### src/rtl/fsm_step_sequencer.sv
// fsm_step_sequencer: steps a serial x pattern into the 3-state x-detector FSM.
// The block sends one clk_en pulse per step and samples the FSM's Mealy output
// on that step. It counts the steps whose output equals MATCH.
module fsm_step_sequencer #(
  parameter int         PAT_W = 16,
  parameter int         LEN_W = 5,
  parameter int         GAP_W = 4,
  parameter logic [1:0] MATCH = 2'b01
) (
  input  logic             clk_out,
  input  logic             reset,
  input  logic             start,
  input  logic             abort,
  input  logic [PAT_W-1:0] pattern,
  input  logic [LEN_W-1:0] run_len,
  input  logic [GAP_W-1:0] step_gap,
  input  logic [1:0]       o_in,
  output logic             x_out,
  output logic             fsm_en,
  output logic             busy,
  output logic             done,
  output logic [LEN_W-1:0] step_idx,
  output logic [LEN_W-1:0] hit_count,
  output logic [1:0]       last_o
);

  localparam int               IDX_W   = (PAT_W > 1) ? $clog2(PAT_W) : 1;
  localparam logic [LEN_W-1:0] MAX_LEN = LEN_W'(PAT_W);

  typedef enum logic [1:0] {
    S_IDLE,
    S_DRIVE,
    S_WAIT,
    S_DONE
  } state_t;

  state_t           state_q, state_d;
  logic [PAT_W-1:0] pat_q;
  logic [LEN_W-1:0] len_q;
  logic [GAP_W-1:0] gap_q;
  logic [GAP_W-1:0] gap_cnt_q;
  logic             x_hold_q;

  logic [LEN_W-1:0] len_clamp;
  logic [LEN_W-1:0] step_nxt;
  logic             drive_bit;

  assign len_clamp = (run_len > MAX_LEN) ? MAX_LEN : run_len;
  assign step_nxt  = step_idx + LEN_W'(1);
  assign drive_bit = pat_q[step_idx[IDX_W-1:0]];

  // State register.
  always_ff @(posedge clk_out or posedge reset) begin
    // NOTE: sequential state uses non-blocking assignments only, so every
    // register samples pre-edge values regardless of block ordering.
    if (reset) state_q <= S_IDLE;
    else       state_q <= state_d;
  end

  // Next-state and output decode.
  always_comb begin
    // NOTE: every output gets a default first, so no path through the case
    // can leave a variable unassigned and infer a latch.
    state_d = state_q;
    fsm_en  = 1'b0;
    done    = 1'b0;
    x_out   = 1'b0;
    busy    = (state_q != S_IDLE);

    case (state_q)
      S_IDLE: begin
        if (start) state_d = (len_clamp == '0) ? S_DONE : S_DRIVE;
      end
      S_DRIVE: begin
        fsm_en = 1'b1;
        x_out  = drive_bit;
        // The trailing gap also follows the last step, so every step spans
        // 1+gap cycles and done lands at 1+L*(1+gap).
        if (gap_q != '0)           state_d = S_WAIT;
        else if (step_nxt == len_q) state_d = S_DONE;
        else                        state_d = S_DRIVE;
      end
      S_WAIT: begin
        x_out = x_hold_q;
        if (gap_cnt_q == GAP_W'(1))
          state_d = (step_idx == len_q) ? S_DONE : S_DRIVE;
      end
      S_DONE: begin
        done    = 1'b1;
        state_d = S_IDLE;
      end
      default: state_d = S_IDLE;
    endcase

    // Abort wins over everything. It also masks the pulses, so the FSM never
    // sees a clk_en on a step that is being dropped.
    if (abort) begin
      state_d = S_IDLE;
      fsm_en  = 1'b0;
      done    = 1'b0;
    end
  end

  // Run configuration, step counters and sampled FSM output.
  always_ff @(posedge clk_out or posedge reset) begin
    if (reset) begin
      pat_q     <= '0;
      len_q     <= '0;
      gap_q     <= '0;
      gap_cnt_q <= '0;
      x_hold_q  <= 1'b0;
      step_idx  <= '0;
      hit_count <= '0;
      last_o    <= '0;
    end else if (!abort) begin
      case (state_q)
        S_IDLE: begin
          if (start) begin
            pat_q     <= pattern;
            len_q     <= len_clamp;
            gap_q     <= step_gap;
            step_idx  <= '0;
            hit_count <= '0;
          end
        end
        S_DRIVE: begin
          // o_in is the Mealy output for the current FSM state and x_out.
          // It is taken on the same edge that lets the FSM advance.
          last_o    <= o_in;
          if (o_in == MATCH) hit_count <= hit_count + LEN_W'(1);
          step_idx  <= step_nxt;
          x_hold_q  <= drive_bit;
          gap_cnt_q <= gap_q;
        end
        S_WAIT: begin
          gap_cnt_q <= gap_cnt_q - GAP_W'(1);
        end
        default: ;
      endcase
    end
  end

endmodule

### config.mk
export PLATFORM = sky130hd
export DESIGN_NAME = fsm_step_sequencer
export DESIGN_NICKNAME = d
export VERILOG_FILES = /design/src/rtl/fsm_step_sequencer.sv
export SDC_FILE = /design/constraint.sdc
export NUM_CORES = 1
export LEC_CHECK = 0
export ABC_AREA = 1
export ABC_CLOCK_PERIOD_IN_PS = 2250
export CORE_ASPECT_RATIO = 0.6
export CORE_MARGIN = 1.5
export CORE_UTILIZATION = 30
export DETAILED_ROUTE_END_ITERATION = 12
export SLEW_MARGIN = 15
export SYNTH_ARGS = -nofsm -noshare
export SYNTH_HDL_FRONTEND = slang
export SYNTH_SLANG_ARGS = --single-unit
### constraint.sdc
create_clock -name clk_out -period 2.25 [get_ports clk_out]
set_clock_uncertainty 0.1 [all_clocks]
set_input_delay 0.225 -clock clk_out [delete_from_list [all_inputs] [get_ports clk_out]]
set_output_delay 0.225 -clock clk_out [all_outputs]
set_load 0.01 [all_outputs]
* Yosys cells after proc, flatten, opt, wreduce, memory -nomap -nowiden
Cells that the tools add are included.
W data, S select, Z words.
** Word-level totals
- Register bits :: 44
- Input port bits :: 31
- Output and inout port bits :: 16
** Cells by class
- Add/subtract/negate cells :: 3
- $lt $le $gt $ge :: 2
- Equality and inequality tests :: 11
- Mux-type cells :: 21
- Bitwise logic cells :: 1
- Reduce and logical (&&, ||, !) cells :: 12
** Operators by type and width (count)
- $pmux W5 S2 :: 2
- $mux W5 :: 3
- $mux W2 :: 7
- $add A5 B1 Y5 const B :: 2
- $eq A5 B5 Y1 :: 2
- $pmux W2 S4 :: 1
- $pmux W4 S2 :: 1
- $ne A3 B3 Y1 const B :: 2
- $reduce_and A2 Y1 :: 3
- $reduce_and A3 Y1 :: 2
- $reduce_bool A2 Y1 :: 3
- $gt A5 B5 Y1 const B :: 1
- $logic_not A5 Y1 :: 1
- $lt A4 B5 Y1 const B :: 1
- $mux W1 :: 5
- $bmux W1 S4 :: 1
- $eq A2 B1 Y1 const B :: 2
- $eq A2 B2 Y1 const B :: 2
- $eq A4 B1 Y1 const B :: 1
- $ne A2 B2 Y1 const B :: 2
- $reduce_and A4 Y1 :: 1
- $reduce_bool A4 Y1 :: 1
- $sub A4 B1 Y4 const B :: 1
- $logic_not A2 Y1 :: 1
- 2 further kinds :: 2

* Logic depth before layout (Yosys ltp)
- Word-level depth :: 7
- Mapped depth :: 13

* Worst setup path before layout
No wires, ideal clock.
- Kind :: register -> register
- Start point :: register state_q[1]
- End point :: register hit_count[2]
- Arrival time :: 1.449 ns
- Data required time :: 2.031 ns
- Slack :: 0.582 ns
- Stages on the path, launching flop included :: 12
- Path buffers :: 0
- Cells stage by stage :: dfrtp_1 > inv_1 > ha_1 > inv_2 > nor2_8 > o21ai_4 > nand2_4 > nand3_4 > nand2_2 > nand3_1 > nand2_1 > nor2_1
** Between the ends
- Longest elaborated chain between the ends :: 3
** Ends and longest elaborated chain
- from (decl) :: RTL line 37 : state_t state_q, state_d;
- from (signal assigned) :: RTL line 57 : else state_q <= state_d;
- $eq A2 B1 Y1 / $logic_not A2 Y1 (equally long branches) :: RTL line 116 : case (state_q)
- $ne A2 B2 Y1 (no source line) / $reduce_bool A2 Y1 (equally long branches)
- $reduce_and A4 Y1 (no source line)
- to (signal assigned) :: RTL line 130 : if (o_in == MATCH) hit_count <= hit_count + LEN_W'(1);
- to (decl) :: RTL line 23 : output logic [LEN_W-1:0] hit_count,
Parallel ways exist; a longest one is shown, timed or not.
A chain may end at the register's enable or synchronous reset.

* Worst setup path in the final report
- Start point :: register step_idx[0]
- End point :: output x_out
** Between the ends
- Longest elaborated chain between the ends :: 3
** Ends and longest elaborated chain
- from (decl) :: RTL line 22 : output logic [LEN_W-1:0] step_idx,
- from (signal assigned) :: RTL line 131 : step_idx <= step_nxt;
- $bmux W1 S4 :: RTL line 50 : assign drive_bit = pat_q[step_idx[IDX_W-1:0]];
- $mux W1 (implied by the code) :: RTL line 50
- $pmux W1 S2 :: RTL line 70 : case (state_q)
- to (decl) :: RTL line 18 : output logic x_out,
No other way between the ends. The select of a mux whose other input is x is not followed.

==> flow_summary.ini <==
[outcome]
outcome = finished clean

[detailed_routing]
num_vias = 2164
dr.pass1.iters = 5
wire_per_inst_microns = 12.8
drt_wl_total_microns = 6020
drc_errors = 0
drt_iter0_markers = 120
avgViaCountPerCell = 4.58
drtAntennaViolNets = 0

[placed_design]
port_buffers = 46
dp_hpwl_microns = 4510
dp_cells = 463
gp_congestion = 0.830

[grt]
antenna_found_initial = 0
grt_use_met2_pct = 20.9
met1_usage_pct = 23.0
grt_pass1_vias = 2067
grt_pass1_wl_microns = 10000
grt_busiest_layer = met1
grt_max_degree = 45
met3_usage_pct = 4.09
grt_usage_pct = 15.3
grt.overflow.total = 0

[pwr]
peakVddDrop_mv = 0.362
power_uw = 3490
power_density_mw_per_mm2 = 1100
p_leak_uw = 0.00152

[clock_network]
cts_tree = built
h-tree-depth = 2
cts.sinks = 44
clockRootBuffer = clkbuf_16
clock_latency_ps = 290
clk_pin_slew_ps = 60
clk_path_buf_depth = 2
numCtsBuffers = 5

[die]
fp.dieArea_sq_mm = 0.00854
start_util_pct = 32.0
die_h_microns = 72.2
die_w_microns = 118
coreArea_sq_mm = 0.00748
fp-row-count = 24
pin_count = 47

[yosys]
syn_area_sq_mm = 0.00239
synth_area_per_cell_sq_um = 7.67
yosysUniqueCellTypes = 30
ys_seq_elements = 44
synth.net_count = 351
synthCells = 312
yosysWarnings = 0
yosysSeqAreaShare_pct = 46.0

[sta]
final_hold_viol_count = 0
max_freq_mhz = 475
timing.setup.tns_ps = 0
min_period_ps = 2110
setup_viol = 0
tightest_slew_ps = 642
rsz0062_at_grt = no
drv_slew = 0
post-route-period-util_pct = 93.6
slew_headroom_pct = 56.8
fin_hold_ws_ps = 273

[layout]
post-route-util_pct = 42.3
post_route_cells_drive_above_1_share_pct = 9.78
n_antenna_cell = 0
fin_cells = 472
fillCellCount = 763
fin_nets = 406
area_growth_pct = 32.0

[critical_path]
critPathBufInv = 2
worstPathArrival_ps = 1780
setup.worst_path.class = register to output port
critPathTopFamily = buffers and inverters
cpMaxStageDelayCell = dfrtp_2
startpoint_type = register
path_max_fanout = 8
cp-end-kind = output port
crit_path_frequent_cell = nand3_1
path_cells = buf_2, o21ai_0, nand3_1, nand3_1, nand3_1, a21oi_1, dlygate4sd2_1
max_stage_delay_ps = 450
cp_data_required_time_ps = 1920

[run]
cap_violations = 0

[worst_hold_path]
min_path_type = primary input to asynchronous set/reset pin
## layout make-up
class                      count  area, sq um  area share, %
tap                          104          130           4.12
timing repair buffer          55          527           16.7
multi-input combinational    221         1100           34.9
clock buffer                   8          146           4.63
sequential                    44         1100           35.0
inverter                      40          150           4.75
## registers in the layout, indices dropped and copies added, names as in the netlist
signal and flops:
gap_cnt_q 4, gap_q 4, hit_count 5, last_o 2
len_q 5, pat_q 16, state_q 2, step_idx 5
x_hold_q 1
## power breakdown
part           leakage [uW]  internal [uW]  total, uW  switching (uW)
clock             0.0000712            443        738             295
sequential         0.000556           1110       1360             244
combinational      0.000897            585       1390             810
total               0.00152           2140       3490            1350
## synth_stat cells, drive strengths merged
master,count,share of area (%)
nand4,3,0.78
nor2,19,3.9
or2,1,0.26
nor3,3,0.63
inv,40,6.3
o221ai,1,0.37
o21ai,19,4.4
nor4,1,0.26
a31oi,1,0.26
dfrtp,44,46
o211ai,2,0.63
nand3,25,6.0
o22ai,6,1.6
buf,7,1.8
nand2,113,18
a211oi,1,0.31
a21oi,15,3.1
xor2,2,0.73
ha,8,4.2
o21a,1,0.31
## cells in the final DEF, fill, tap and decap left out, types with 5 or more instances in the layout
cell             count
nand2_1            110
clkdlybuf4s50_1     44
dfrtp_1             41
inv_1               32
nand3_1             23
nor2_1              16
a21oi_1             15
o21ai_0             13
buf_4                8
inv_2                7
ha_1                 7
o22ai_1              6
o21ai_1              5
clkbuf_16            5
## routing by layer
layer  vias to the layer above  routed length (microns)
met1                       989                     3180
met5                         -                        0
met2                        62                     2390
met4                         0                       31
li1                       1111                        -
met3                         2                      423
## cell families after synthesis
family	after synthesis	synth area share [%]
AO/OA/AOI/OAI	46	11.0
XOR/XNOR	2	0.732
adder cells (fa/ha/maj)	8	4.18
buffers and inverters	47	8.05
flip-flops	44	46.0
AND/OR/NAND/NOR	165	30.0
## stage by stage
step	instance area [sq um]	setup slack [ps]
after CTS	3160	33.1
after floorplan	2390	582
final	3160	144
after global routing	3160	10.3
after global placement	3000	102
after detailed placement	3000	68.5
## worst register-to-register path, cell delays in order (launching register included)
cell	delay (ps)
dfrtp_2	450
buf_2	170
buf_4	160
ha_1	290
inv_1	50
nand2_1	50
nand2_1	50
nor2_1	100
nand2_1	60
nor2_1	100
nand2_1	70
nand2_1	50
nand2_1	40
nand2_1	50
nand2_1	50
nand2_1	50
## timing repair
item | in CTS | in global routing
gates resized for setup | 5 | 2
cloned | 0 | 0
setup endpoints to repair | 1 | 1
pin swaps | 0 | 0
setup buffers | 1 | 0
hold buffers | 0 | 0
## worst paths after layout
kind / start / endpoint / slack [ps] / depth (start not counted)
min in group clk_out: step_gap[1] / gap_q[1] / 360 / 3
min: reset / gap_q[1] / 270 / 3
max: step_idx[0] / x_out / 140 / 7
max reg2reg: step_idx[0] / state_q[1] / 300 / 15
min reg2reg: pat_q[11] / pat_q[11] / 380 / 2
max in group asynchronous: reset / step_idx[2] / 1340 / 3
(Power assumes the default switching activity.)
